<file path="src/rtl/bcd_alu_host.sv">
// bcd_alu_host: initiator side of the serial BCD ALU link.
// A parallel command {A5, op, a, b} goes out on tx as a 41-bit frame, MSB first.
// The block then hunts rx for header 8'h96 and captures the 20-bit result behind it.
// Optional build macro BCD_CHECK_EN rejects starts whose operands contain a non-BCD
// nibble and reports the rejection on err.
// Handshake: start is a request sampled only in IDLE. A start seen while busy is
// dropped, not queued. done, timeout and err are single-cycle pulses.
module bcd_alu_host #(
    parameter int TIMEOUT = 64
) (
    input  logic        clock,
    input  logic        reset,
    input  logic        start,
    input  logic        op,
    input  logic [15:0] a,
    input  logic [15:0] b,
    output logic        tx,
    input  logic        rx,
    output logic        busy,
    output logic        done,
    output logic [19:0] result,
    output logic        timeout,
    output logic        err,
    output logic [1:0]  dbg_state
);

    localparam logic [1:0] S_IDLE = 2'd0;
    localparam logic [1:0] S_SEND = 2'd1;
    localparam logic [1:0] S_WAIT = 2'd2;
    localparam logic [1:0] S_RECV = 2'd3;

    localparam logic [9:0] TMO_LIMIT  = 10'(TIMEOUT);
    localparam logic [7:0] CMD_HEADER = 8'hA5;
    localparam logic [7:0] RES_HEADER = 8'h96;

    logic [1:0]  state_q,   state_d;
    logic [40:0] frame_q,   frame_d;
    logic [5:0]  bit_cnt_q, bit_cnt_d;
    logic [7:0]  hunt_q,    hunt_d;
    logic [9:0]  tmo_cnt_q, tmo_cnt_d;
    logic [19:0] cap_q,     cap_d;
    logic [19:0] result_q,  result_d;
    logic        tx_q,      tx_d;
    logic        done_q,    done_d;
    logic        timeout_q, timeout_d;
    logic        err_q,     err_d;

    logic        start_reject;
    logic [40:0] frame_new;
    logic [7:0]  hunt_next;
    logic [9:0]  tmo_next;

`ifdef BCD_CHECK_EN
    // A nibble above 9 is not a BCD digit.
    function automatic logic has_bad_digit(input logic [15:0] v);
        logic bad;
        bad = 1'b0;
        for (int i = 0; i < 4; i++) begin
            if (v[i*4 +: 4] > 4'd9) begin
                bad = 1'b1;
            end
        end
        return bad;
    endfunction

    assign start_reject = has_bad_digit(a) | has_bad_digit(b);
`else
    assign start_reject = 1'b0;
`endif

    assign frame_new = {CMD_HEADER, op, a, b};
    assign hunt_next = {hunt_q[6:0], rx};
    assign tmo_next  = tmo_cnt_q + 10'd1;

    // Next-state logic for the IDLE -> SEND -> WAIT -> RECV sequence.
    always_comb begin
        state_d   = state_q;
        frame_d   = frame_q;
        bit_cnt_d = bit_cnt_q;
        hunt_d    = hunt_q;
        tmo_cnt_d = tmo_cnt_q;
        cap_d     = cap_q;
        result_d  = result_q;
        tx_d      = 1'b0;   // tx is only ever non-zero while a frame is being sent
        done_d    = 1'b0;
        timeout_d = 1'b0;
        err_d     = 1'b0;
        case (state_q)
            S_IDLE: begin
                if (start) begin
                    if (start_reject) begin
                        err_d = 1'b1;
                    end else begin
                        frame_d   = frame_new;
                        tx_d      = frame_new[40];
                        bit_cnt_d = 6'd40;
                        state_d   = S_SEND;
                    end
                end
            end
            S_SEND: begin
                if (bit_cnt_q == 6'd0) begin
                    hunt_d    = 8'd0;
                    tmo_cnt_d = 10'd0;
                    state_d   = S_WAIT;
                end else begin
                    frame_d   = {frame_q[39:0], 1'b0};
                    tx_d      = frame_q[39];
                    bit_cnt_d = bit_cnt_q - 6'd1;
                end
            end
            S_WAIT: begin
                hunt_d    = hunt_next;
                tmo_cnt_d = tmo_next;
                // A header match wins over expiry on the same edge.
                if (hunt_next == RES_HEADER) begin
                    bit_cnt_d = 6'd19;
                    state_d   = S_RECV;
                end else if (tmo_next == TMO_LIMIT) begin
                    timeout_d = 1'b1;
                    state_d   = S_IDLE;
                end
            end
            default: begin
                cap_d     = {cap_q[18:0], rx};
                bit_cnt_d = bit_cnt_q - 6'd1;
                if (bit_cnt_q == 6'd0) begin
                    result_d = {cap_q[18:0], rx};
                    done_d   = 1'b1;
                    state_d  = S_IDLE;
                end
            end
        endcase
    end

    // State and output registers; reset forces tx low at once.
    always_ff @(posedge clock or posedge reset) begin
        if (reset) begin
            state_q   <= S_IDLE;
            frame_q   <= '0;
            bit_cnt_q <= '0;
            hunt_q    <= '0;
            tmo_cnt_q <= '0;
            cap_q     <= '0;
            result_q  <= '0;
            tx_q      <= 1'b0;
            done_q    <= 1'b0;
            timeout_q <= 1'b0;
            err_q     <= 1'b0;
        end else begin
            state_q   <= state_d;
            frame_q   <= frame_d;
            bit_cnt_q <= bit_cnt_d;
            hunt_q    <= hunt_d;
            tmo_cnt_q <= tmo_cnt_d;
            cap_q     <= cap_d;
            result_q  <= result_d;
            tx_q      <= tx_d;
            done_q    <= done_d;
            timeout_q <= timeout_d;
            err_q     <= err_d;
        end
    end

    assign tx        = tx_q;
    assign busy      = (state_q != S_IDLE);
    assign done      = done_q;
    assign result    = result_q;
    assign timeout   = timeout_q;
    assign err       = err_q;
    assign dbg_state = state_q;

endmodule

</file>
<file path="config.mk">
export PLATFORM = sky130hd
export DESIGN_NAME = bcd_alu_host
export DESIGN_NICKNAME = d
export VERILOG_FILES = /design/src/rtl/bcd_alu_host.sv
export SDC_FILE = /design/constraint.sdc
export NUM_CORES = 1
export LEC_CHECK = 0
export ABC_AREA = 1
export CAP_MARGIN = 25
export CORE_ASPECT_RATIO = 1.75
export CORE_MARGIN = 4
export CORE_UTILIZATION = 40
export DETAILED_ROUTE_END_ITERATION = 10
export MAX_ROUTING_LAYER = met4
export REMOVE_ABC_BUFFERS = 1
export SLEW_MARGIN = 10
export SYNTH_ARGS = -nofsm -noshare
export SYNTH_HDL_FRONTEND = slang
export SYNTH_SLANG_ARGS = --single-unit
</file>
<file path="constraint.sdc">
create_clock -name clock -period 4.05 [get_ports clock]
set_input_delay 0.405 -clock clock [delete_from_list [all_inputs] [get_ports clock]]
set_output_delay 0.405 -clock clock [all_outputs]
set_load 0.01 [all_outputs]
</file>
==> impl_metrics.prom, run 1 <==
# TYPE chip_impl_metric gauge
chip_impl_metric{name="finalWeightedCongestion",unit=""} 0.788
chip_impl_metric{name="grt_start_max_net_pins",unit=""} 79
chip_impl_info{name="criticalPathCategory",value="reg -> reg"} 1
chip_impl_metric{name="total_power",unit="mW"} 2.03
chip_impl_metric{name="clk-insertion-delay-late",unit="ns"} 0.34
chip_impl_metric{name="post_drt_wl_per_cell",unit="um"} 12.3
chip_impl_metric{name="placement.io_buffers",unit=""} 62
chip_impl_metric{name="cts_hold_bufs",unit=""} 0
chip_impl_metric{name="cp_data_arrival_time",unit="ns"} 2.66
chip_impl_metric{name="utilization",unit="%"} 49.5
chip_impl_metric{name="fin_ws",unit="ns"} 1.64
chip_impl_metric{name="synth.avg_cell_area",unit="um2"} 8.99
chip_impl_info{name="crit_path_top_delay_cell",value="sky130_fd_sc_hd__buf_4"} 1
chip_impl_metric{name="post_synth_num_cell_types",unit=""} 32
chip_impl_metric{name="ioPinCount",unit=""} 64
chip_impl_metric{name="max-clock-path-buffers",unit=""} 2
chip_impl_metric{name="clk_pin_slew",unit="ns"} 0.07
chip_impl_metric{name="finalSetupTns",unit="ns"} 0
chip_impl_metric{name="final-hold-violation-count",unit=""} 0
chip_impl_metric{name="vert_die_dim",unit="um"} 155
chip_impl_metric{name="cts-buffers-inserted",unit=""} 9
chip_impl_metric{name="initial_utilization",unit="%"} 40.9
chip_impl_metric{name="dp.cells",unit=""} 755
chip_impl_info{name="grt_setup_unrepaired",value="no"} 1
chip_impl_metric{name="finalCritPeriodShare",unit="%"} 59.5
chip_impl_info{name="clock-root-buffer",value="sky130_fd_sc_hd__clkbuf_16"} 1
chip_impl_metric{name="critPathMaxFanout",unit=""} 69
chip_impl_metric{name="ys_seq_area_share",unit="%"} 54.3
chip_impl_info{name="outcome",value="complete, no violations"} 1
chip_impl_metric{name="floorplan.core_area",unit="um2"} 12100
chip_impl_metric{name="critical_path_buf_inv_count",unit=""} 3
chip_impl_metric{name="grt_overflow_total",unit=""} 0
chip_impl_metric{name="yosys.area.top_type_share",unit="%"} 54.3
chip_impl_metric{name="clock_sink_count",unit=""} 107
chip_impl_metric{name="rows",unit=""} 53
chip_impl_metric{name="critPathMaxStageDelay",unit="ns"} 0.58
chip_impl_info{name="critical_path.most_common_cell",value="sky130_fd_sc_hd__buf_4"} 1
chip_impl_metric{name="worst_pin_slew",unit="ns"} 0.716
chip_impl_metric{name="mappedNetlistArea",unit="um2"} 4930
chip_impl_metric{name="worstPathRequired",unit="ns"} 4.30
chip_impl_metric{name="fp.dieArea",unit="um2"} 14200
chip_impl_metric{name="finish.net_count",unit=""} 642
chip_impl_info{name="critical_path.cell_chain",value="inv_2, nor2_8, buf_4, nand2_4, nand2_2, buf_4, o211ai_1, o21ai_0"} 1
chip_impl_metric{name="num_vias",unit=""} 3713
chip_impl_metric{name="chip_width",unit="um"} 92.0
chip_impl_metric{name="synthToLayoutAreaGrowth",unit="%"} 21.2
chip_impl_metric{name="report.final.setup_viol",unit=""} 0
chip_impl_metric{name="global_route.usage.total",unit="%"} 14.6
chip_impl_metric{name="antenna_violations_before_repair",unit=""} 0
chip_impl_metric{name="fin_worst_skew",unit="ns"} 0.00825
chip_impl_metric{name="async_reset_ff_share",unit="%"} 100
chip_impl_metric{name="instances_no_fill",unit=""} 772
chip_impl_metric{name="totalWireLength",unit="mm"} 9.53
chip_impl_metric{name="cts_max_level",unit=""} 3
chip_impl_metric{name="via_count_of_the_first_global_routing_pass",unit=""} 3789
chip_impl_info{name="synth-main-ff-cell",value="sky130_fd_sc_hd__dfrtp_1"} 1
chip_impl_info{name="worst_path_dominant_cell_family",value="buffers and inverters"} 1
chip_impl_metric{name="drt-initial-drc-count",unit=""} 167
chip_impl_metric{name="synth_edf_count",unit=""} 0
chip_impl_metric{name="achievable-frequency",unit="GHz"} 0.415
chip_impl_metric{name="total_leakage_power",unit="nW"} 2.76
chip_impl_info{name="yosys.cell_count.top_type",value="sky130_fd_sc_hd__dfrtp_1"} 1
chip_impl_metric{name="syn-instance-count",unit=""} 549
chip_impl_info{name="tritoncts",value="done"} 1
chip_impl_metric{name="antennaDiodeCount",unit=""} 0
chip_impl_info{name="largest_cells_by_area_after_synthesis",value="sky130_fd_sc_hd__dfrtp_1 (54%), sky130_fd_sc_hd__nand2_1 (7.8%), sky130_fd_sc_hd__inv_1 (5.8%), sky130_fd_sc_hd__o21ai_0 (4.7%), sky130_fd_sc_hd__o211ai_2 (3.6%)"} 1
chip_impl_metric{name="hpwl",unit="mm"} 6.71
chip_impl_metric{name="cts-resized-gates",unit=""} 0
chip_impl_metric{name="max_cap_viol_count",unit=""} 0
chip_impl_info{name="ys_top_cells_by_count",value="sky130_fd_sc_hd__dfrtp_1 (107), sky130_fd_sc_hd__nand2_1 (103), sky130_fd_sc_hd__inv_1 (76)"} 1
chip_impl_info{name="hp-class",value="in -> async"} 1
chip_impl_metric{name="period_needed",unit="ns"} 2.41
chip_impl_metric{name="grt_first_pass_wirelength",unit="mm"} 16.9
chip_impl_metric{name="postCtsSetupBuffers",unit=""} 0
chip_impl_metric{name="avgViaCountPerCell",unit=""} 4.81
chip_impl_metric{name="drt_pass1_iterations",unit=""} 4
chip_impl_metric{name="detail_route.drc_violations",unit=""} 0
chip_impl_info{name="synth_largest_area_cell",value="sky130_fd_sc_hd__dfrtp_1"} 1
chip_impl_metric{name="slew_violations",unit=""} 0
chip_impl_info{name="worst_setup_path_end_kind",value="flop"} 1
chip_impl_info{name="cp-start-kind",value="flop"} 1
chip_impl_metric{name="worst_slew_margin_rel",unit="%"} 52.2
chip_impl_metric{name="placement.setup.worst_slack",unit="ns"} 1.62
chip_impl_metric{name="yosysWarnings",unit=""} 0
chip_impl_metric{name="worst_vdd_ir",unit="uV"} 225
chip_impl_metric{name="power.density",unit="nW/um2"} 340
chip_impl_metric{name="share_of_post_route_cells_with_drive_strength_above_1",unit="%"} 11.9
chip_impl_metric{name="drtAntennaViolNets",unit=""} 0
chip_impl_metric{name="ys_seq_elements",unit=""} 107
==> registers in the layout, summed over array words and instances, names as in the netlist <==
signal	cells
bit_cnt_q	6
timeout	1
dbg_state	2
tx	1
hunt_q	7
cap_q	19
tmo_cnt_q	10
frame_q	40
result	20
done	1
==> worst reg2reg max path, stage by stage, from the launching register on <==
cell and delay [ns]:
sky130_fd_sc_hd__dfrtp_1 0.51, sky130_fd_sc_hd__inv_2 0.15, sky130_fd_sc_hd__nor2_8 0.11, sky130_fd_sc_hd__buf_4 0.58, sky130_fd_sc_hd__nand2_4 0.13, sky130_fd_sc_hd__nand2_2 0.10, sky130_fd_sc_hd__buf_4 0.44, sky130_fd_sc_hd__o211ai_1 0.18
sky130_fd_sc_hd__o21ai_0 0.12
==> kinds of logic after synthesis <==
kind of cell | Yosys count | share of synthesized area, %
simple gates | 184 | 15.7
compound gates | 140 | 18.8
buf+inv | 112 | 9.97
flops | 107 | 54.3
fa+ha+maj | 3 | 0.761
other cells | 1 | 0.0760
xor+xnor | 1 | 0.178
mux | 1 | 0.228
==> per-stage QoR <==
stage	cell area (um2)	hold WS, ns
CTS	5950	0.492
detailed placement	5640	0.474
floorplan	4760	0.448
global placement	5640	0.466
finish	5980	0.416
global route	5980	0.443
==> per-layer routing <==
layer,part of all wire [%],global-route usage [%],routed length (um),up-vias
met5,0,-,0,-
met2,53,26.0,5050,57
met1,43,16.7,4070,1771
li1,-,-,-,1876
met4,1.1,4.11,101,0
met3,3.2,2.42,304,9
==> layout by cell type, fill, tap and decap left out, types with 2 or more instances in the layout <==
cell type,count
sky130_fd_sc_hd__o21ai_2,11
sky130_fd_sc_hd__o211ai_1,19
sky130_fd_sc_hd__nor3_1,2
sky130_fd_sc_hd__nand4_1,3
sky130_fd_sc_hd__ha_1,3
sky130_fd_sc_hd__nand3_1,23
sky130_fd_sc_hd__a21oi_2,4
sky130_fd_sc_hd__nand2_1,103
sky130_fd_sc_hd__inv_1,75
sky130_fd_sc_hd__clkbuf_16,9
sky130_fd_sc_hd__dfrtp_1,107
sky130_fd_sc_hd__o21ai_1,13
sky130_fd_sc_hd__o21ai_0,46
sky130_fd_sc_hd__nand2_2,3
sky130_fd_sc_hd__nor2_2,2
sky130_fd_sc_hd__nor2_1,44
sky130_fd_sc_hd__o22ai_1,10
sky130_fd_sc_hd__clkdlybuf4s50_1,62
sky130_fd_sc_hd__a21oi_1,21
sky130_fd_sc_hd__inv_2,8
sky130_fd_sc_hd__o211ai_2,14
sky130_fd_sc_hd__buf_4,7
==> where the power goes <==
group / internal [mW] / switching, mW / leakage [nW]
sequential: 1.07 / 0 / 1.46
combinational: 0.0346 / 0.0291 / 1.15
clock: 0.503 / 0.396 / 0.151
total: 1.61 / 0.425 / 2.76
==> cell type report <==
cell class	count	area [um2]
Sequential cell	107	2680
Clock inverter	6	71.3
Clock buffer	10	239
Fill cell	1173	6090
Tap cell	165	206
Multi-Input combinational cell	330	1770
Timing Repair Buffer	70	701
Inverter	84	318
==> path summary, 6_finish.rpt <==
path,start,endpoint,slack (ns),depth (start not counted)
min in group clock,cap_q[6]$_DFFE_PP0N_,cap_q[6]$_DFFE_PP0N_,0.49,2
worst min register to register,cap_q[6]$_DFFE_PP0N_,cap_q[6]$_DFFE_PP0N_,0.49,2
worst min-delay path,reset,result[6]$_DFFE_PP0P_,0.42,2
max in group asynchronous,reset,result[1]$_DFFE_PP0P_,2.81,4
worst max-delay path,dbg_state[0]$_DFFE_PP0P_,frame_q[16]$_DFFE_PP0P_,1.64,8
worst max register to register,dbg_state[0]$_DFFE_PP0P_,frame_q[16]$_DFFE_PP0P_,1.64,8
Note: power is estimated with default switching activity, not from simulation.
==> inputs of run 2 (changes only) <==
==> constraint.sdc (replaced) <==
create_clock -name clock -period 2.2 [get_ports clock]
set_input_delay 0.22 -clock clock [delete_from_list [all_inputs] [get_ports clock]]
set_output_delay 0.22 -clock clock [all_outputs]
set_load 0.01 [all_outputs]
==> impl_metrics.prom, run 2 (synthesized netlist as in run 1, its figures left out) <==
# TYPE chip_impl_metric gauge
chip_impl_info{name="tritoncts",value="done"} 1
chip_impl_metric{name="antennaDiodeCount",unit=""} 0
chip_impl_metric{name="finalWeightedCongestion",unit=""} 0.878
chip_impl_metric{name="placement.setup.worst_slack",unit="ns"} 0.408
chip_impl_metric{name="total_leakage_power",unit="nW"} 2.78
chip_impl_metric{name="drt-initial-drc-count",unit=""} 182
chip_impl_metric{name="drt_pass1_iterations",unit=""} 4
chip_impl_metric{name="cts-buffers-inserted",unit=""} 9
chip_impl_metric{name="fraction_of_met2_tracks_used_by_global_routing",unit="%"} 24.7
chip_impl_metric{name="grt_start_max_net_pins",unit=""} 108
chip_impl_metric{name="max-clock-path-buffers",unit=""} 2
chip_impl_metric{name="critical_path_buf_inv_count",unit=""} 2
chip_impl_metric{name="worst_slew_margin_rel",unit="%"} 62.7
chip_impl_metric{name="cts-resized-gates",unit=""} 0
chip_impl_metric{name="reg2reg_depth",unit=""} 10
chip_impl_metric{name="total_power",unit="mW"} 3.78
chip_impl_metric{name="power.density",unit="nW/um2"} 629
chip_impl_metric{name="fin_worst_skew",unit="ns"} 0.0108
chip_impl_metric{name="critPathMaxStageDelay",unit="ns"} 0.61
chip_impl_metric{name="via_count_of_the_first_global_routing_pass",unit=""} 3724
chip_impl_metric{name="hpwl",unit="mm"} 6.55
chip_impl_info{name="critical_path.cell_chain",value="nor2_2, inv_2, clkdlybuf4s50_1"} 1
chip_impl_metric{name="placement.io_buffers",unit=""} 62
chip_impl_metric{name="synthToLayoutAreaGrowth",unit="%"} 21.8
chip_impl_metric{name="cts_hold_bufs",unit=""} 0
chip_impl_metric{name="largest_register_ffs",unit=""} 40
chip_impl_metric{name="chip_width",unit="um"} 92.0
chip_impl_metric{name="final-hold-violation-count",unit=""} 0
chip_impl_metric{name="instances_no_fill",unit=""} 772
chip_impl_info{name="grt_setup_unrepaired",value="no"} 1
chip_impl_metric{name="ioPinCount",unit=""} 64
chip_impl_metric{name="holdWs",unit="ns"} 0.369
chip_impl_info{name="r2r_start",value="bit_cnt_q[0]$_DFFE_PP0P_"} 1
chip_impl_metric{name="final_cell_area",unit="um2"} 6010
chip_impl_info{name="biggest_register",value="frame_q"} 1
chip_impl_metric{name="dp.cells",unit=""} 756
chip_impl_metric{name="worst_pin_slew",unit="ns"} 0.560
chip_impl_metric{name="floorplan.core_area",unit="um2"} 12100
chip_impl_info{name="clock-root-buffer",value="sky130_fd_sc_hd__clkbuf_16"} 1
chip_impl_metric{name="clock_sink_count",unit=""} 107
chip_impl_info{name="worst_path_dominant_cell_family",value="buffers and inverters"} 1
chip_impl_metric{name="met1_usage",unit="%"} 16.2
chip_impl_metric{name="num_vias",unit=""} 3728
chip_impl_metric{name="period_needed",unit="ns"} 1.95
chip_impl_info{name="most_common_cell_after_layout_fill_and_taps_aside",value="sky130_fd_sc_hd__dfrtp_1"} 1
chip_impl_metric{name="antenna_violations_before_repair",unit=""} 0
chip_impl_metric{name="detail_route.drc_violations",unit=""} 0
chip_impl_metric{name="achievable-frequency",unit="GHz"} 0.513
chip_impl_metric{name="grt_overflow_total",unit=""} 0
chip_impl_metric{name="global_route.usage.total",unit="%"} 14.4
chip_impl_metric{name="clk_pin_slew",unit="ns"} 0.07
chip_impl_info{name="reg2reg_to",value="frame_q[18]$_DFFE_PP0P_"} 1
chip_impl_metric{name="vert_die_dim",unit="um"} 155
chip_impl_metric{name="clk-insertion-delay-late",unit="ns"} 0.35
chip_impl_metric{name="fin_ws",unit="ns"} 0.249
chip_impl_metric{name="finish.net_count",unit=""} 642
chip_impl_metric{name="worstPathRequired",unit="ns"} 1.98
chip_impl_metric{name="cp_data_arrival_time",unit="ns"} 1.73
chip_impl_metric{name="max_cap_viol_count",unit=""} 0
chip_impl_metric{name="post_drt_wl_per_cell",unit="um"} 12.4
chip_impl_info{name="cp-start-kind",value="flop"} 1
chip_impl_metric{name="share_of_post_route_cells_with_drive_strength_above_1",unit="%"} 11.9
chip_impl_metric{name="critPathMaxFanout",unit=""} 7
chip_impl_metric{name="totalWireLength",unit="mm"} 9.54
chip_impl_metric{name="worst_vdd_ir",unit="uV"} 366
chip_impl_metric{name="grt_first_pass_wirelength",unit="mm"} 16.4
chip_impl_info{name="outcome",value="complete, no violations"} 1
chip_impl_metric{name="regToRegSetupSlack",unit="ns"} 0.42
chip_impl_metric{name="fp.dieArea",unit="um2"} 14200
chip_impl_info{name="most-common-layout-cells",value="sky130_fd_sc_hd__dfrtp_1 (107), sky130_fd_sc_hd__nand2_1 (103), sky130_fd_sc_hd__inv_1 (75), sky130_fd_sc_hd__clkdlybuf4s50_1 (62), sky130_fd_sc_hd__o21ai_0 (46)"} 1
chip_impl_info{name="criticalPathCategory",value="reg -> out"} 1
chip_impl_info{name="grt-busiest-layer",value="met2"} 1
chip_impl_metric{name="postCtsSetupBuffers",unit=""} 0
chip_impl_metric{name="placed_instance_area",unit="um2"} 5690
chip_impl_metric{name="grtUsageMet3",unit="%"} 3.29
chip_impl_info{name="crit_path_top_delay_cell",value="sky130_fd_sc_hd__dfrtp_1"} 1
chip_impl_metric{name="rows",unit=""} 53
chip_impl_metric{name="drtAntennaViolNets",unit=""} 0
chip_impl_metric{name="slew_violations",unit=""} 0
chip_impl_metric{name="finalCritPeriodShare",unit="%"} 88.7
chip_impl_metric{name="initial_utilization",unit="%"} 40.9
chip_impl_metric{name="avgViaCountPerCell",unit=""} 4.83
chip_impl_info{name="worst_setup_path_end_kind",value="output port"} 1
chip_impl_info{name="hp-class",value="in -> async"} 1
chip_impl_metric{name="cts_max_level",unit=""} 3
chip_impl_metric{name="report.final.setup_viol",unit=""} 0
==> run 2: area by class of cell <==
type                       count  area (um2)
fill                        1197        6060
sequential                   107        2680
multi-input combinational    330        1770
timing repair buffer          70         718
inverter                      84         318
clock buffer                  10         239
tap                          165         206
clock inverter                 6        83.8
==> run 2: metal layers <==
layer	vias up	part of all wire, %	routed length, um
met1	1763	42	4040
met3	16	4.3	413
met4	0	1.9	182
li1	1882	-	-
met5	-	0	0
met2	67	51	4900
==> run 2: through the flow <==
stage          setup TNS [ns]  util [%]
2_1_floorplan         -120.22         -
3_3_place_gp                0      47.1
3_5_place_dp                0      47.1
4_1_cts                     0      49.8
5_1_grt                     0      49.8
6_report                    0      49.8
==> run 2: worst max path at each step <==
stage	from	endpoint	slack, ns	depth (start not counted)
after detailed placement	bit_cnt_q[0]$_DFFE_PP0P_	frame_q[18]$_DFFE_PP0P_	0.41	10
after floorplan	dbg_state[1]$_DFFE_PP0P_	result[19]$_DFFE_PP0P_	-0.89	3
after global routing	dbg_state[1]$_DFFE_PP0P_	busy	0.16	3
after global placement	rx	bit_cnt_q[2]$_DFFE_PP0P_	0.43	10
final	dbg_state[1]$_DFFE_PP0P_	busy	0.25	3
after CTS	dbg_state[1]$_DFFE_PP0P_	busy	0.23	3
==> run 2: report_power, final <==
part | total [mW] | internal, mW | switching [mW]
Sequential | 1.96 | 1.96 | 0
Combinational | 0.112 | 0.0599 | 0.0522
Clock | 1.70 | 0.938 | 0.762
Total | 3.78 | 2.96 | 0.814
==> run 2: tightest hold or removal path, cell delays in order <==
cell                              delay, ns
sky130_fd_sc_hd__clkdlybuf4s50_1       0.44
sky130_fd_sc_hd__inv_4                 0.07
sky130_fd_sc_hd__buf_12                0.44
==> inputs of run 3 (changes only) <==
--- a/config.mk
+++ b/config.mk
@@ -7,11 +7,13 @@
 export LEC_CHECK = 0
 export ABC_AREA = 1
 export CAP_MARGIN = 25
+export CELL_PAD_IN_SITES_DETAIL_PLACEMENT = 0
+export CELL_PAD_IN_SITES_GLOBAL_PLACEMENT = 1
 export CORE_ASPECT_RATIO = 1.75
-export CORE_MARGIN = 4
-export CORE_UTILIZATION = 40
+export CORE_UTILIZATION = 38
 export DETAILED_ROUTE_END_ITERATION = 10
 export MAX_ROUTING_LAYER = met4
+export PLACE_DENSITY_LB_ADDON = 0.1
 export REMOVE_ABC_BUFFERS = 1
 export SLEW_MARGIN = 10
 export SYNTH_ARGS = -nofsm -noshare
==> constraint.sdc (replaced) <==
create_clock -name clock -period 1.79 [get_ports clock]
set_input_delay 0.179 -clock clock [delete_from_list [all_inputs] [get_ports clock]]
set_output_delay 0.179 -clock clock [all_outputs]
set_load 0.01 [all_outputs]
==> impl_metrics.prom, run 3 (synthesized netlist as in run 1, its figures left out) <==
# TYPE chip_impl_metric gauge
chip_impl_info{name="criticalPathCategory",value="reg -> out"} 1
chip_impl_metric{name="grt_first_pass_wirelength",unit="mm"} 16.8
chip_impl_metric{name="initial_utilization",unit="%"} 39.3
chip_impl_metric{name="power.density",unit="nW/um2"} 752
chip_impl_metric{name="synthToLayoutAreaGrowth",unit="%"} 24.9
chip_impl_metric{name="chip_width",unit="um"} 88.1
chip_impl_info{name="critical_path.cell_chain",value="nor2_2, inv_2, clkdlybuf4s50_1"} 1
chip_impl_info{name="r2r_start",value="bit_cnt_q[0]$_DFFE_PP0P_"} 1
chip_impl_metric{name="clk_pin_slew",unit="ns"} 0.08
chip_impl_metric{name="fp.dieArea",unit="um2"} 13500
chip_impl_metric{name="regToRegSetupSlack",unit="ns"} 0.17
chip_impl_metric{name="clk-insertion-delay-late",unit="ns"} 0.35
chip_impl_metric{name="instances_no_fill",unit=""} 791
chip_impl_metric{name="max_cap_viol_count",unit=""} 0
chip_impl_metric{name="antenna_violations_before_repair",unit=""} 0
chip_impl_metric{name="total_power",unit="mW"} 4.63
chip_impl_metric{name="cts-buffers-inserted",unit=""} 9
chip_impl_metric{name="worst_vdd_ir",unit="uV"} 538
chip_impl_info{name="tritoncts",value="done"} 1
chip_impl_metric{name="finish.net_count",unit=""} 658
chip_impl_metric{name="power_switching",unit="mW"} 1.02
chip_impl_metric{name="slew_violations",unit=""} 0
chip_impl_metric{name="final-hold-violation-count",unit=""} 0
chip_impl_metric{name="report.final.setup_viol",unit=""} 0
chip_impl_metric{name="floorplan.core_area",unit="um2"} 12600
chip_impl_info{name="clock-root-buffer",value="sky130_fd_sc_hd__clkbuf_16"} 1
chip_impl_info{name="crit_path_top_delay_cell",value="sky130_fd_sc_hd__clkdlybuf4s50_1"} 1
chip_impl_metric{name="totalWireLength",unit="mm"} 9.58
chip_impl_metric{name="finalCritPeriodShare",unit="%"} 96.3
chip_impl_metric{name="total_leakage_power",unit="nW"} 2.86
chip_impl_metric{name="ioPinCount",unit=""} 64
chip_impl_metric{name="cp_data_arrival_time",unit="ns"} 1.54
chip_impl_metric{name="max-clock-path-buffers",unit=""} 2
chip_impl_metric{name="dp.cells",unit=""} 775
chip_impl_metric{name="p_clk_share",unit="%"} 44.6
chip_impl_metric{name="grt_start_max_net_pins",unit=""} 47
chip_impl_metric{name="cts_max_level",unit=""} 3
chip_impl_info{name="outcome",value="complete, no violations"} 1
chip_impl_metric{name="num_vias",unit=""} 3770
chip_impl_metric{name="cts_hold_bufs",unit=""} 0
chip_impl_info{name="hp-class",value="in -> async"} 1
chip_impl_metric{name="switching_share",unit="%"} 22.0
chip_impl_metric{name="finalWeightedCongestion",unit=""} 0.843
chip_impl_metric{name="antennaDiodeCount",unit=""} 0
chip_impl_metric{name="seq_power_share",unit="%"} 52.1
chip_impl_metric{name="via_count_of_the_first_global_routing_pass",unit=""} 3679
chip_impl_info{name="biggest_register",value="frame_q"} 1
chip_impl_metric{name="post_drt_wl_per_cell",unit="um"} 12.1
chip_impl_metric{name="drtAntennaViolNets",unit=""} 0
chip_impl_metric{name="internal_power",unit="mW"} 3.61
chip_impl_metric{name="fin_worst_skew",unit="ns"} 0.0129
chip_impl_info{name="grt_setup_unrepaired",value="yes"} 1
chip_impl_metric{name="grt_overflow_total",unit=""} 0
chip_impl_info{name="cp-start-kind",value="flop"} 1
chip_impl_metric{name="placed_instance_area",unit="um2"} 5850
chip_impl_info{name="worst_setup_path_end_kind",value="output port"} 1
chip_impl_info{name="most-common-layout-cells",value="sky130_fd_sc_hd__dfrtp_1 (107), sky130_fd_sc_hd__nand2_1 (102), sky130_fd_sc_hd__inv_1 (75), sky130_fd_sc_hd__clkdlybuf4s50_1 (62), sky130_fd_sc_hd__o21ai_0 (46)"} 1
chip_impl_metric{name="detail_route.drc_violations",unit=""} 0
chip_impl_metric{name="vert_die_dim",unit="um"} 153
chip_impl_metric{name="reg2reg_depth",unit=""} 9
chip_impl_metric{name="hpwl",unit="mm"} 6.96
chip_impl_metric{name="largest_register_ffs",unit=""} 40
chip_impl_info{name="reg2reg_to",value="result[12]$_DFFE_PP0P_"} 1
chip_impl_metric{name="rows",unit=""} 54
chip_impl_metric{name="global_route.usage.total",unit="%"} 16.2
chip_impl_metric{name="placement.io_buffers",unit=""} 62
chip_impl_info{name="most_common_cell_after_layout_fill_and_taps_aside",value="sky130_fd_sc_hd__dfrtp_1"} 1
chip_impl_metric{name="period_needed",unit="ns"} 1.72
chip_impl_metric{name="critPathMaxStageDelay",unit="ns"} 0.55
chip_impl_metric{name="combPwrFrac",unit="%"} 3.2
chip_impl_metric{name="final_cell_area",unit="um2"} 6160
chip_impl_metric{name="share_of_post_route_cells_with_drive_strength_above_1",unit="%"} 14.1
chip_impl_metric{name="clock_sink_count",unit=""} 107
chip_impl_metric{name="achievable-frequency",unit="GHz"} 0.580
chip_impl_metric{name="avgViaCountPerCell",unit=""} 4.77
chip_impl_metric{name="drt-initial-drc-count",unit=""} 203
chip_impl_metric{name="drt_pass1_iterations",unit=""} 6
chip_impl_metric{name="worstPathRequired",unit="ns"} 1.61
chip_impl_metric{name="critPathMaxFanout",unit=""} 6
-- run 3: cell count changes in the layout (fill, tap and decap cells not counted) --
| cell | delta |
|---|---|
| sky130_fd_sc_hd__nand2_2 | +1 |
| sky130_fd_sc_hd__buf_6 | +1 |
| sky130_fd_sc_hd__clkbuf_1 | +1 |
| sky130_fd_sc_hd__clkbuf_8 | -1 |
| sky130_fd_sc_hd__buf_12 | +3 |
| sky130_fd_sc_hd__clkinv_4 | -3 |
| sky130_fd_sc_hd__buf_4 | +12 |
| sky130_fd_sc_hd__nand2_1 | -1 |
| sky130_fd_sc_hd__clkinv_8 | -1 |
| sky130_fd_sc_hd__inv_6 | +4 |
-- run 3: worst max-delay path, delay by kind of cell, from the launching register on --
| family | cells | cell delay [ns] |
|---|---|---|
| buffers and inverters | 2 | 0.66 |
| flip-flops | 1 | 0.46 |
| AND/OR/NAND/NOR | 1 | 0.08 |
-- run 3: worst max-delay path by stage --
stage	endpoint	slack, ns	start
finish	busy	0.07	dbg_state[0]$_DFFE_PP0P_
global route	result[11]$_DFFE_PP0P_	-0.006	bit_cnt_q[0]$_DFFE_PP0P_
CTS	busy	0.04	dbg_state[0]$_DFFE_PP0P_
detailed placement	result[12]$_DFFE_PP0P_	0.1	bit_cnt_q[0]$_DFFE_PP0P_
global placement	bit_cnt_q[2]$_DFFE_PP0P_	0.13	rx
floorplan	result[19]$_DFFE_PP0P_	-1.30	dbg_state[1]$_DFFE_PP0P_
-- run 3: layer usage --
| metal | vias up | GRT usage, % | part of all wire, % |
|---|---|---|---|
| li1 | 1915 | - | - |
| met1 | 1790 | 18.9 | 43 |
| met2 | 53 | 27.3 | 53 |
| met3 | 12 | 3.09 | 2.7 |
| met4 | 0 | 5.76 | 1.8 |
| met5 | - | - | 0 |
-- run 3: what timing repair did --
action,4_1_cts,5_1_grt
gates resized for setup,0,2
setup endpoints to repair,0,19
setup buffers,0,0
-- run 3: power by group through the flow --
stage | Sequential, mW | Combinational, mW | Clock [mW]
floorplan | 2.46 | 0.0375 | 0
global placement | 2.46 | 0.156 | 0
detailed placement | 2.46 | 0.156 | 0
CTS | 2.41 | 0.157 | 2.14
global route | 2.41 | 0.167 | 2.22
finish | 2.41 | 0.149 | 2.07
-- run 3: stage by stage --
stage	setup TNS, ns	hold WS, ns	worst slack (ns)	util, %
after floorplan	-187.60	0.332	-1.30	-
after global placement	0	0.467	0.126	46.5
after detailed placement	0	0.474	0.0997	46.5
after CTS	0	0.133	0.0363	49.0
after global routing	-0.00641	0.154	-0.00641	49.0
final	0	0.126	0.0669	49.0
-- run 3: cell type report --
cell class              instances  area (um2)
fillers                      1281        6410
flip-flops and latches        107        2680
multi-input cells             330        1770
repair buffers                 86         880
inverters                      84         318
clock buffers                  10         229
well taps                     168         210
clock inverters                 6        76.3
==> RTL edit 1 (settings of run 2) <==
Register the inputs `start`, `op` and `rx` before use, without a reset. The logic sees them one clock later. The other inputs are not delayed to match.
--- a/src/rtl/bcd_alu_host.sv
+++ b/src/rtl/bcd_alu_host.sv
@@ -32,6 +32,16 @@
     localparam logic [9:0] TMO_LIMIT  = 10'(TIMEOUT);
     localparam logic [7:0] CMD_HEADER = 8'hA5;
     localparam logic [7:0] RES_HEADER = 8'h96;
+
+    logic start_q;
+    logic op_q;
+    logic rx_q;
+
+    always_ff @(posedge clock) begin
+        start_q <= start;
+        op_q    <= op;
+        rx_q    <= rx;
+    end
 
     logic [1:0]  state_q,   state_d;
     logic [40:0] frame_q,   frame_d;
@@ -68,8 +78,8 @@
     assign start_reject = 1'b0;
 `endif
 
-    assign frame_new = {CMD_HEADER, op, a, b};
-    assign hunt_next = {hunt_q[6:0], rx};
+    assign frame_new = {CMD_HEADER, op_q, a, b};
+    assign hunt_next = {hunt_q[6:0], rx_q};
     assign tmo_next  = tmo_cnt_q + 10'd1;
 
     // Next-state logic for the IDLE -> SEND -> WAIT -> RECV sequence.
@@ -87,7 +97,7 @@
         err_d     = 1'b0;
         case (state_q)
             S_IDLE: begin
-                if (start) begin
+                if (start_q) begin
                     if (start_reject) begin
                         err_d = 1'b1;
                     end else begin
@@ -122,10 +132,10 @@
                 end
             end
             default: begin
-                cap_d     = {cap_q[18:0], rx};
+                cap_d     = {cap_q[18:0], rx_q};
                 bit_cnt_d = bit_cnt_q - 6'd1;
                 if (bit_cnt_q == 6'd0) begin
-                    result_d = {cap_q[18:0], rx};
+                    result_d = {cap_q[18:0], rx_q};
                     done_d   = 1'b1;
                     state_d  = S_IDLE;
                 end
Check against the original RTL: not equivalent (Yosys sat finds a counterexample within 4 cycles, from zero or initial values and one cycle with reset high).
==> RTL edit 1 against run 2 <==
Setup slack improved by 0.065 ns. Die area rose by 1.1%. Fmax rose by 3.5%. Sequential cell count up 3. Area after synthesis is 1.2% higher. Design area up 0.67%. Via count rose by 1.7%. Clock skew up 0.00054 ns. Critical path depth unchanged. Routed wire length fell by 0.43%. Core utilization increased by 0.058 points.
Power is not compared: it rests on default switching activity, and its combinational part moved more than twofold at a synthesized area within 25%.
==> RTL edit 1: results (changes against run 2) <==
----------------------------------------------------
[Synth]
  XOR/XNOR Fraction of Synth Area ... 0.175% (was 0.178%)
  Fraction of synthesis flops using an asynchronous set or reset pin ... 97.3% (was 100%)
  Number of warning messages in the yosys log ... 0 (unchanged)
  Adder and majority cell fraction of the synthesized area ... 0.752% (was 0.761%)
  Post-synthesis mux area share ... 0.226% (was 0.228%)
  Synth cell types ... 33 (was 32)
  Leading post-synthesis cells by cell area ... sky130_fd_sc_hd__dfrtp_1, sky130_fd_sc_hd__nand2_1, sky130_fd_sc_hd__inv_1 (unchanged)
  Sequential fraction of the synthesis area ... 54.8% (was 54.3%)
  Compound-gate portion of the synthesized area ... 18.5% (was 18.8%)

[Run status]
  Run status ... complete, no violations (unchanged)

[Finish]
  Number of nets in the layout ... 646 (was 642)
  Fraction of final layout cells sized beyond drive strength 1 ... 11.9% (about the same)

[Critical path]
  Number of cells traversed by the worst register-to-register path ... 10 (unchanged)
  Arrival time of the worst setup path ... 1.67 ns (was 1.73 ns)
  Flop2flop setup slack ... 0.36 ns (was 0.42 ns)
  Gate family responsible for the most delay along the worst path ... buffers and inverters (unchanged)
  Critical path launch point ... dbg_state[0]$_DFFE_PP0P_ (was dbg_state[1]$_DFFE_PP0P_)
  Reg-to-reg endpoint ... frame_q[19]$_DFFE_PP0P_ (was frame_q[18]$_DFFE_PP0P_)
  Capturing element of the worst setup path ... busy (unchanged)
  Largest driver fanout on the critical path ... 7 (unchanged)
  Delay of the slowest critical-path stage ... 0.56 ns (was 0.61 ns)

[Global routing]
  Largest net degree at the start of global routing ... 69 (was 108)
  Total routing resource utilization after global routing ... 14.4% (about the same)
  First-pass GRT wire length ... 16.6 mm (was 16.4 mm)

[Detailed routing]
  Average wire length per cell after detail routing ... 12.2 um (was 12.4 um)
  Iter 0 DRT Violations ... 117 (was 182)
  Total via count in the routed design ... 3,792 (was 3,728)
  Iteration count of the initial detailed-routing pass ... 4 (unchanged)

[Placement]
  DPL Wire Length ... 6.71 mm (was 6.55 mm)
  Final RePlAce weighted congestion ... 0.839 (was 0.878)

[Power and ir drop]
  Clock power frac ... 18.2%

[STA]
  Clk_skew ... 0.0113 ns (was 0.0108 ns)
  Setup slack of the critical path after layout ... 0.314 ns (was 0.249 ns)
  Worst Hold Margin ... 0.272 ns (was 0.369 ns)

----------------------------------------------------
==> RTL edit 1: through the flow <==
stage / area (um2) / setup TNS (ns) / std cells / util, %
after global routing: 6050 / 0 / 776 / 49.9
after CTS: 6050 / 0 / 776 / 49.9
after global placement: 5750 / 0 / 760 / 47.4
after detailed placement: 5750 / 0 / 760 / 47.4
final: 6050 / 0 / 776 / 49.9
after floorplan: 4820 / -120.22 / 524 / -
==> RTL edit 1: cell type report <==
class,instances,area [um2]
fillers,1146,6090
flip-flops and latches,110,2740
multi-input cells,330,1770
repair buffers,71,726
inverters,84,318
clock buffers,9,225
well taps,165,206
clock inverters,7,70.1
==> RTL edit 1: routing by layer <==
layer / GRT usage (%) / part of all wire [%] / wire, um
met5: - / 0 / 0
met4: 5.46 / 1.9 / 176
met3: 2.46 / 3.1 / 299
met2: 25.3 / 53 / 5010
met1: 16.3 / 42 / 4010
==> RTL edit 1: how the worst min path moves through the flow <==
stage                  from                 endpoint  cells past startpoint
2_1_floorplan            op             op_q$_DFF_P_                      0
3_3_place_gp   op_q$_DFF_P_  frame_q[32]$_DFFE_PP0P_                      2
3_5_place_dp   op_q$_DFF_P_  frame_q[32]$_DFFE_PP0P_                      2
4_1_cts               reset    result[4]$_DFFE_PP0P_                      3
5_1_grt               reset           done$_DFF_PP0_                      3
6_report              reset    result[6]$_DFFE_PP0P_                      3
==> RTL edit 1: worst register-to-register path, delay by kind of cell (launching register included) <==
kind | cells | cell delay, ns
buffers and inverters | 3 | 0.49
and+or+nand+nor | 4 | 0.44
DFF | 1 | 0.36
AOI/OAI and AO/OA | 2 | 0.25
adders and majority gates | 1 | 0.16
==> RTL edit 2 (config.mk and constraints of run 2) <==
Made on the original files. Build with the macro `BCD_CHECK_EN` defined.
--- a/src/rtl/bcd_alu_host.sv
+++ b/src/rtl/bcd_alu_host.sv
@@ -5,6 +5,8 @@
 // nibble and reports the rejection on err.
 // Handshake: start is a request sampled only in IDLE. A start seen while busy is
 // dropped, not queued. done, timeout and err are single-cycle pulses.
+`define BCD_CHECK_EN
+
 module bcd_alu_host #(
     parameter int TIMEOUT = 64
 ) (
Check against the original RTL: not equivalent (Yosys sat finds a counterexample within 4 cycles, from zero or initial values and one cycle with reset high).
==> RTL edit 2 against run 2 <==
Sequential cell count increased by 1. Synthesized cell count increased by 6.7%. Sequential share of layout area down 0.34 points. Register-to-register slack worse by 0.17 ns. Via count grew 4.7%. Non-clock buffer count is 4 higher. Design area rose by 1.7%. Setup slack worse by 0.0012 ns. Area after synthesis increased by 2.5%. Routed wire length rose by 2.8%. Worst hold slack worse by 0.11 ns. Critical endpoint is now result[14]$_DFFE_PP0P_. Highest routed layer unchanged.
Power is not compared: it rests on default switching activity, and its combinational part moved more than twofold at a synthesized area within 25%.
==> RTL edit 2: results (changes against run 2) <==
----------------------------------------------------
[Run status]
  Run status ... complete, no violations (unchanged)

[Placement]
  Final RePlAce weighted congestion ... 0.801 (was 0.878)
  Worst setup timing slack at the placement stage ... 0.179 ns (was 0.408 ns)
  DPL Wire Length ... 6.97 mm (was 6.55 mm)
  Post-Place Cells ... 800 (was 756)

[Detailed routing]
  WL final ... 9.80 mm (was 9.54 mm)
  DR WL met2 ... 5.17 mm (was 4.90 mm)
  Iter 0 DRT Violations ... 175 (was 182)
  Met3 layer wire length in the routed design ... 353 um (was 413 um)
  Met1 routed wirelength after detailed routing ... 4.09 mm (was 4.04 mm)

[Global routing]
  Met3 track demand over resource ... 2.50% (was 3.29%)
  Largest net degree at the start of global routing ... 69 (was 108)
  Total routing resource utilization after global routing ... 15.1% (was 14.4%)
  Fraction of met2 tracks used by global routing ... 26.5% (was 24.7%)
  Met1 usage ... 16.8% (was 16.2%)
  Via count of the first global-routing pass ... 3,860 (was 3,724)

[Finish]
  Non-Filler Instances ... 816 (was 772)
  Fraction of final layout cells sized beyond drive strength 1 ... 10.8% (was 11.9%)
  Number of nets in the layout ... 682 (was 642)

[Synth]
  Top cells by count, synth ... sky130_fd_sc_hd__nand2_1, sky130_fd_sc_hd__dfrtp_1, sky130_fd_sc_hd__inv_1 (was sky130_fd_sc_hd__dfrtp_1, sky130_fd_sc_hd__nand2_1, sky130_fd_sc_hd__inv_1)
  Post-synthesis mux area share ... 0.668% (was 0.228%)
  Number of instances in the synthesized netlist ... 586 (was 549)
  Sequential fraction of the synthesis area ... 53.5% (was 54.3%)
  Synth cell types ... 33 (was 32)
  Adder and majority cell fraction of the synthesized area ... 0.495% (was 0.761%)

[Power and ir drop]
  Total power draw ... 4.20 mW

[Critical path]
  Delay of the slowest critical-path stage ... 0.38 ns (was 0.61 ns)
  Reg-to-reg endpoint ... result[14]$_DFFE_PP0P_ (was frame_q[18]$_DFFE_PP0P_)
  Largest driver fanout on the critical path ... 30 (was 7)

[STA]
  Clk_skew ... 0.00793 ns (was 0.0108 ns)
  Worst Hold Margin ... 0.259 ns (was 0.369 ns)

----------------------------------------------------
RTL edit 2: worst max-delay path by stage:
stage | start | endpoint | slack [ns] | depth (start not counted)
6_report | bit_cnt_q[0]$_DFFE_PP0P_ | result[14]$_DFFE_PP0P_ | 0.25 | 8
4_1_cts | bit_cnt_q[0]$_DFFE_PP0P_ | result[14]$_DFFE_PP0P_ | 0.23 | 8
3_3_place_gp | a[14] | frame_q[0]$_DFFE_PP0P_ | 0.23 | 9
5_1_grt | bit_cnt_q[0]$_DFFE_PP0P_ | result[14]$_DFFE_PP0P_ | 0.07 | 8
3_5_place_dp | a[14] | frame_q[0]$_DFFE_PP0P_ | 0.18 | 9
2_1_floorplan | reset | bit_cnt_q[0]$_DFFE_PP0P_ | -0.87 | 1
RTL edit 2: cell type report:
type	instances	area (um2)	share of cell area (%)
clock inverters	7	65.1	1.06
inverters	81	307	5.02
well taps	168	210	3.44
multi-input cells	369	1840	30.1
repair buffers	74	763	12.5
flip-flops and latches	108	2700	44.2
clock buffers	9	225	3.68
